$ cat config.mk
export PLATFORM = sky130hd
export DESIGN_NAME = poseidon_input_assembler_flat
export DESIGN_NICKNAME = d
export VERILOG_FILES = /design/src/rtl/poseidon_input_assembler_if.sv /design/src/rtl/poseidon_input_assembler.sv /design/src/flat_wrapper.sv
export SDC_FILE = /design/constraint.sdc
export NUM_CORES = 2
export LEC_CHECK = 0
export CAP_MARGIN = 20
export CORE_UTILIZATION = 50
export CTS_CLUSTER_SIZE = 14
export DETAILED_ROUTE_END_ITERATION = 10
export DONT_BUFFER_PORTS = 1
export PLACE_DENSITY = 0.71
export SKIP_LAST_GASP = 1
export SYNTH_ARGS = -nofsm -noshare
export SYNTH_HDL_FRONTEND = slang
export SYNTH_SLANG_ARGS = --single-unit
$ cat constraint.sdc
create_clock -name clk -period 53.3 [get_ports clk]
set_input_delay 5.33 -clock clk [delete_from_list [all_inputs] [get_ports clk]]
set_output_delay 5.33 -clock clk [all_outputs]
set_load 0.01 [all_outputs]
$ cat src/rtl/poseidon_input_assembler_if.sv
// Stream bundle for poseidon_input_assembler: beat input, assembled-state output and framing status.
// slave is the assembler side, master is the host/core side that drives beats and consumes states.
interface poseidon_input_assembler_if #(
    parameter int WIDTH = 255,
    parameter int ELEMS = 3
);
    logic                   io_input_valid;
    logic                   io_input_ready;
    logic                   io_input_last;
    logic [WIDTH-1:0]       io_input_payload;
    logic                   io_state_valid;
    logic                   io_state_ready;
    logic [WIDTH*ELEMS-1:0] io_state_payload;
    logic                   io_frame_err;
    logic [15:0]            io_err_count;
    logic [15:0]            io_pkt_count;

    modport slave (
        input  io_input_valid, io_input_last, io_input_payload, io_state_ready,
        output io_input_ready, io_state_valid, io_state_payload,
        output io_frame_err, io_err_count, io_pkt_count
    );

    modport master (
        output io_input_valid, io_input_last, io_input_payload, io_state_ready,
        input  io_input_ready, io_state_valid, io_state_payload,
        input  io_frame_err, io_err_count, io_pkt_count
    );
endinterface

$ cat src/rtl/poseidon_input_assembler.sv
// Groups ELEMS field-element beats into one permutation state, checks framing, buffers states in a FWFT FIFO.
// Optional macro POSEIDON_ASM_PAD_SHORT_EN: short packets are zero-padded and pushed instead of flagged.
module poseidon_input_assembler #(
    parameter int WIDTH = 255,
    parameter int ELEMS = 3,
    parameter int DEPTH = 2
) (
    input  logic clk,
    input  logic resetn,
    poseidon_input_assembler_if.slave bus
);
    localparam int IDXW = $clog2(ELEMS);
    localparam int PW   = $clog2(DEPTH);
    localparam int SW   = WIDTH * ELEMS;
    localparam logic [IDXW-1:0] LAST_IDX = IDXW'(ELEMS - 1);
    localparam logic [0:0] COLLECT = 1'b0;
    localparam logic [0:0] DROP    = 1'b1;

    logic [0:0]       fsm;
    logic [IDXW-1:0]  idx;
    logic [WIDTH-1:0] slots [ELEMS-1];
    logic [SW-1:0]    push_word;
    logic [SW-1:0]    mem [DEPTH];
    logic [PW-1:0]    wr_ptr;
    logic [PW-1:0]    rd_ptr;
    logic [PW:0]      count;
    logic             frame_err;
    logic [15:0]      err_count;
    logic [15:0]      pkt_count;
    logic             accept;
    logic             at_last;
    logic             fifo_full;
    logic             collecting;
    logic             push;
    logic             pop;
    logic             short_err;
    logic             long_err;

    assign at_last    = (idx == LAST_IDX);
    assign fifo_full  = (count == (PW+1)'(DEPTH));
    assign collecting = (fsm == COLLECT);
    assign accept     = bus.io_input_valid && bus.io_input_ready;
    assign pop        = bus.io_state_valid && bus.io_state_ready;
    assign long_err   = accept && collecting && at_last && !bus.io_input_last;

`ifdef POSEIDON_ASM_PAD_SHORT_EN
    // Any final beat pushes a state here, so a short last beat must also wait for FIFO space.
    assign bus.io_input_ready = (fsm == DROP) || !fifo_full || (!at_last && !bus.io_input_last);
    assign push      = accept && collecting && bus.io_input_last;
    assign short_err = 1'b0;
`else
    assign bus.io_input_ready = (fsm == DROP) || !at_last || !fifo_full;
    assign push      = accept && collecting && at_last && bus.io_input_last;
    assign short_err = accept && collecting && !at_last && bus.io_input_last;
`endif

    // Elements above the current beat are left zero, which is the padding for short packets.
    always_comb begin
        push_word = '0;
        for (int k = 0; k < ELEMS; k++) begin
            if (IDXW'(k) == idx) begin
                push_word[k*WIDTH +: WIDTH] = bus.io_input_payload;
            end else if (IDXW'(k) < idx && k < ELEMS - 1) begin
                push_word[k*WIDTH +: WIDTH] = slots[k];
            end
        end
    end

    always_ff @(posedge clk) begin
        for (int k = 0; k < ELEMS - 1; k++) begin
            if (accept && collecting && idx == IDXW'(k)) begin
                slots[k] <= bus.io_input_payload;
            end
        end
    end

    always_ff @(posedge clk or negedge resetn) begin
        if (!resetn) begin
            fsm <= COLLECT;
            idx <= '0;
        end else if (accept) begin
            if (fsm == DROP) begin
                if (bus.io_input_last) begin
                    fsm <= COLLECT;
                    idx <= '0;
                end
            end else if (bus.io_input_last || at_last) begin
                idx <= '0;
                if (at_last && !bus.io_input_last) begin
                    fsm <= DROP;
                end
            end else begin
                idx <= idx + 1'b1;
            end
        end
    end

    always_ff @(posedge clk or negedge resetn) begin
        if (!resetn) begin
            frame_err <= 1'b0;
            err_count <= '0;
            pkt_count <= '0;
        end else begin
            frame_err <= short_err || long_err;
            if ((short_err || long_err) && err_count != 16'hFFFF) begin
                err_count <= err_count + 16'd1;
            end
            if (push) begin
                pkt_count <= pkt_count + 16'd1;
            end
        end
    end

    always_ff @(posedge clk or negedge resetn) begin
        if (!resetn) begin
            for (int k = 0; k < DEPTH; k++) begin
                mem[k] <= '0;
            end
            wr_ptr <= '0;
            rd_ptr <= '0;
            count  <= '0;
        end else begin
            if (push) begin
                mem[wr_ptr] <= push_word;
                wr_ptr      <= wr_ptr + 1'b1;
            end
            if (pop) begin
                rd_ptr <= rd_ptr + 1'b1;
            end
            case ({push, pop})
                2'b10:   count <= count + 1'b1;
                2'b01:   count <= count - 1'b1;
                default: count <= count;
            endcase
        end
    end

    assign bus.io_state_valid   = (count != '0);
    assign bus.io_state_payload = mem[rd_ptr];
    assign bus.io_frame_err     = frame_err;
    assign bus.io_err_count     = err_count;
    assign bus.io_pkt_count     = pkt_count;
endmodule

$ cat src/flat_wrapper.sv
// flat-port wrapper written by rule: the top's interface ports become plain ports
module poseidon_input_assembler_flat 
#(
    parameter int WIDTH = 255,
    parameter int ELEMS = 3,
    parameter int DEPTH = 2
)
  (clk, resetn, bus_io_input_valid, bus_io_input_last, bus_io_input_payload, bus_io_state_ready, bus_io_input_ready, bus_io_state_valid, bus_io_state_payload, bus_io_frame_err, bus_io_err_count, bus_io_pkt_count);
  poseidon_input_assembler_if #(.WIDTH(WIDTH), .ELEMS(ELEMS)) bus_i ();
  input  logic clk;
  input  logic resetn;
  input wire logic [$bits(bus_i.io_input_valid)-1:0] bus_io_input_valid;
  input wire logic [$bits(bus_i.io_input_last)-1:0] bus_io_input_last;
  input wire logic [$bits(bus_i.io_input_payload)-1:0] bus_io_input_payload;
  input wire logic [$bits(bus_i.io_state_ready)-1:0] bus_io_state_ready;
  output wire logic [$bits(bus_i.io_input_ready)-1:0] bus_io_input_ready;
  output wire logic [$bits(bus_i.io_state_valid)-1:0] bus_io_state_valid;
  output wire logic [$bits(bus_i.io_state_payload)-1:0] bus_io_state_payload;
  output wire logic [$bits(bus_i.io_frame_err)-1:0] bus_io_frame_err;
  output wire logic [$bits(bus_i.io_err_count)-1:0] bus_io_err_count;
  output wire logic [$bits(bus_i.io_pkt_count)-1:0] bus_io_pkt_count;
  assign bus_i.io_input_valid = bus_io_input_valid;
  assign bus_i.io_input_last = bus_io_input_last;
  assign bus_i.io_input_payload = bus_io_input_payload;
  assign bus_i.io_state_ready = bus_io_state_ready;
  assign bus_io_input_ready = bus_i.io_input_ready;
  assign bus_io_state_valid = bus_i.io_state_valid;
  assign bus_io_state_payload = bus_i.io_state_payload;
  assign bus_io_frame_err = bus_i.io_frame_err;
  assign bus_io_err_count = bus_i.io_err_count;
  assign bus_io_pkt_count = bus_i.io_pkt_count;
  poseidon_input_assembler #(.WIDTH(WIDTH), .ELEMS(ELEMS), .DEPTH(DEPTH)) u_core (.clk(clk), .resetn(resetn), .bus(bus_i));
endmodule
==> flow_summary.json <==
{
  "hold_viol": 0,
  "cts_hold_buf": 0,
  "fp.dieW_um": 416,
  "p_total_mw": 5.01,
  "cp_common_cell": "buf_4",
  "core_area_sq_um": 170000,
  "synth_nets": 7619,
  "initialDrtViolationCount": 4998,
  "tns_ns": 0,
  "setup_violations": 0,
  "cts.sink_count": 2080,
  "drive_gt1_share_pct": 16.2,
  "pwr-share-comb_pct": 27.8,
  "dr.pass1.iters": 7,
  "critPathMaxStageDelay_ns": 0.91,
  "status": "completed",
  "overflow": 0,
  "final_common_cell": "nand2_1",
  "synthCells": 7353,
  "maxSlewViolCount": 0,
  "arrival_ns": 5.46,
  "grt_pass1_vias": 54200,
  "post-place-ws_ns": 43.08,
  "antenna_found_initial": 2,
  "die_h_um": 416,
  "vias": 55700,
  "synth.distinct_cells": 39,
  "postCtsResizedCells": 0,
  "skew_ns": 0.0475,
  "cap_violations": 0,
  "power_density_nw_per_um2": 53.5,
  "grt_pass1_wl_mm": 353,
  "dieArea_sq_um": 173000,
  "seq_area_frac_synth_pct": 63.7,
  "layout_min_cycle_time_ns": 10.79,
  "fin_util_pct": 55.1,
  "place.gp.congestion": 0.915,
  "max_freq_mhz": 92.7,
  "cp-start-kind": "flip-flop",
  "drt_wl_total_mm": 236,
  "wl_per_cell_um": 24.8,
  "numCtsBuffers": 204,
  "pin_count": 1060,
  "nNetsFinal": 7367,
  "drc": 0,
  "cp_slowest_cell": "dfrtp_4",
  "cts_tree": "done",
  "internal-power_mw": 3.28,
  "worst_pin_slew_ns": 1.29,
  "grt_use_total_pct": 26.7,
  "hpwl_mm": 152,
  "ant_nets": 0,
  "pwr-share-seq_pct": 43.3,
  "crit_fanout": 63,
  "layout_common_cells": "nand2_1 (1811), dfrtp_1 (1569), o21ai_0 (808)",
  "switching_share_pct": 34.4,
  "final_cells": 9502,
  "critPathBufInv": 4,
  "ys_seq_elements": 2080,
  "placed_cells": 9108,
  "initial_core_util_pct": 50.5,
  "syn_area_per_cell_sq_um": 11.7,
  "syn_to_final_growth_pct": 9.07,
  "clockBufferDepth": 3,
  "fin_crit_sh_pct": 20.2,
  "cts.clk_slew.worst_paths_ns": 0.06,
  "crit_family": "buffers and inverters",
  "cts-root-buf": "clkbuf_16",
  "path_class": "flip-flop to output pin",
  "ir_worst_vdd_mv": 0.0470,
  "vias_per_cell": 5.86,
  "critPathRequiredTime_ns": 47.97,
  "p_clk_share_pct": 28.9,
  "setup_slack_ns": 42.51,
  "slew_headroom_pct": 13.9,
  "power_leakage_nw": 40.3,
  "path_cells": "buf_4 > buf_4 > buf_4 > buf_4 > mux2_2",
  "grt_max_degree": 272,
  "multi_input_area_sq_um": 28400,
  "synth_area_sq_um": 85700,
  "power_switching_mw": 1.72,
  "n_fill_cell": 13900,
  "io_buffers": 0,
  "ff_latch_area_sq_um": 54600,
  "clock_latency_ns": 0.88,
  "htreeDepth": 4,
  "rsz0062_at_grt": "false",
  "yosysWarnings": 0,
  "end_kind": "output pin",
  "diodes": 0,
  "worstHoldPathType": "flip-flop to flip-flop",
  "fp-row-count": 151,
  "cts_setup_buffers": 0
}
-- power by group through the flow --
| stage | Clock, mW | Combinational (mW) | Sequential [mW] |
|---|---|---|---|
| after CTS | 1.46 | 1.39 | 2.17 |
| after global routing | 1.52 | 1.49 | 2.20 |
| after detailed placement | 0 | 1.39 | 2.19 |
| after floorplan | 0 | 0.995 | 2.21 |
| after global placement | 0 | 1.36 | 2.18 |
| final | 1.45 | 1.39 | 2.17 |
-- metal layers --
metal | track usage [%] | vias up | routed length (um)
met5 | 0 | - | 0
met2 | 41.3 | 2069 | 110000
met4 | 15.7 | 0 | 15500
li1 | - | 25200 | -
met3 | 7.44 | 580 | 18300
met1 | 33.6 | 27900 | 92000
-- logic make-up after synthesis --
kind of cell,synth area share [%]
buffers and inverters,3.25
multiplexers,13.1
AO/OA/AOI/OAI,11.2
flip-flops,63.7
XOR/XNOR,0.317
adder cells (fa/ha/maj),0.0876
AND/OR/NAND/NOR,8.33
-- area by class of cell --
cell class | count | share of cell area (%)
inverters | 6 | 0.0241
multi-input cells | 4728 | 30.4
well taps | 2218 | 2.97
flip-flops and latches | 2080 | 58.4
repair buffers | 81 | 0.974
clock buffers | 312 | 6.38
clock inverters | 77 | 0.867
-- synthesized netlist by cell type --
library cell / n / area share (%)
a21oi_1: 2 / 0.012
a22oi_1: 255 / 2.2
a32oi_1: 1 / 0.010
a41oi_1: 1 / 0.010
and2_1: 1 / 0.0073
and3_1: 4 / 0.029
buf_1: 43 / 0.19
buf_2: 95 / 0.55
buf_4: 1 / 0.0088
buf_6: 82 / 1.1
clkbuf_1: 318 / 1.4
dfrtp_1: 1570 / 46
edfxtp_1: 510 / 18
ha_1: 6 / 0.088
inv_1: 5 / 0.022
inv_2: 1 / 0.0044
mux2_2: 768 / 10
mux2i_1: 256 / 3.0
nand2_1: 1811 / 7.9
nand2_2: 1 / 0.0073
nand2b_1: 4 / 0.029
nand3_1: 9 / 0.053
nand4_1: 9 / 0.066
nor2_1: 11 / 0.048
nor2b_1: 2 / 0.015
nor3_1: 11 / 0.064
nor3_4: 1 / 0.019
nor3b_1: 2 / 0.018
nor4_1: 2 / 0.015
nor4b_1: 1 / 0.010
o21a_1: 1 / 0.0088
o21ai_0: 808 / 4.7
o21ai_1: 724 / 4.2
o21ai_2: 2 / 0.020
o31ai_1: 1 / 0.0088
or2_2: 2 / 0.015
or4b_1: 1 / 0.012
xnor2_1: 17 / 0.17
xor2_1: 14 / 0.14
-- path summary, 6_finish.rpt --
| kind | from | endpoint | slack, ns | cells past startpoint |
|---|---|---|---|---|
| worst max-delay path | u_core.rd_ptr | bus_io_state_payload[310] | 42.51 | 5 |
| min in group asynchronous | resetn | u_core.mem[114] | 4.46 | 1 |
| max in group asynchronous | resetn | u_core.mem[450] | 45.17 | 6 |
| worst min register to register | u_core.mem[349] | u_core.mem[349] | 0.47 | 2 |
| worst max register to register | u_core.idx[0] | u_core.mem[46] | 47.14 | 10 |
| worst min-delay path | u_core.mem[349] | u_core.mem[349] | 0.47 | 2 |
-- tightest hold or removal path, stage by stage, from the launching register on --
cell and delay [ns]:
dfrtp_1 0.34, nand2_1 0.04, o21ai_0 0.05
-- sequential cells by signal, summed over array words and instances, names as in the netlist --
signal                   cells
u_core.mem                1530
u_core.slots               510
u_core.bus.io_err_count     16
u_core.bus.io_pkt_count     16
u_core.count                 2
u_core.idx                   2
u_core.bus.io_frame_err      1
u_core.fsm                   1
u_core.rd_ptr                1
u_core.wr_ptr                1
-- per-stage QoR --
step,hold WS (ns),cell area (sq um)
2_1_floorplan,0.444,85700
3_3_place_gp,0.455,86600
3_5_place_dp,0.463,86600
6_report,0.472,93500
5_1_grt,0.486,93500
4_1_cts,0.477,93400
No activity file was read; power rests on OpenSTA's default activity.
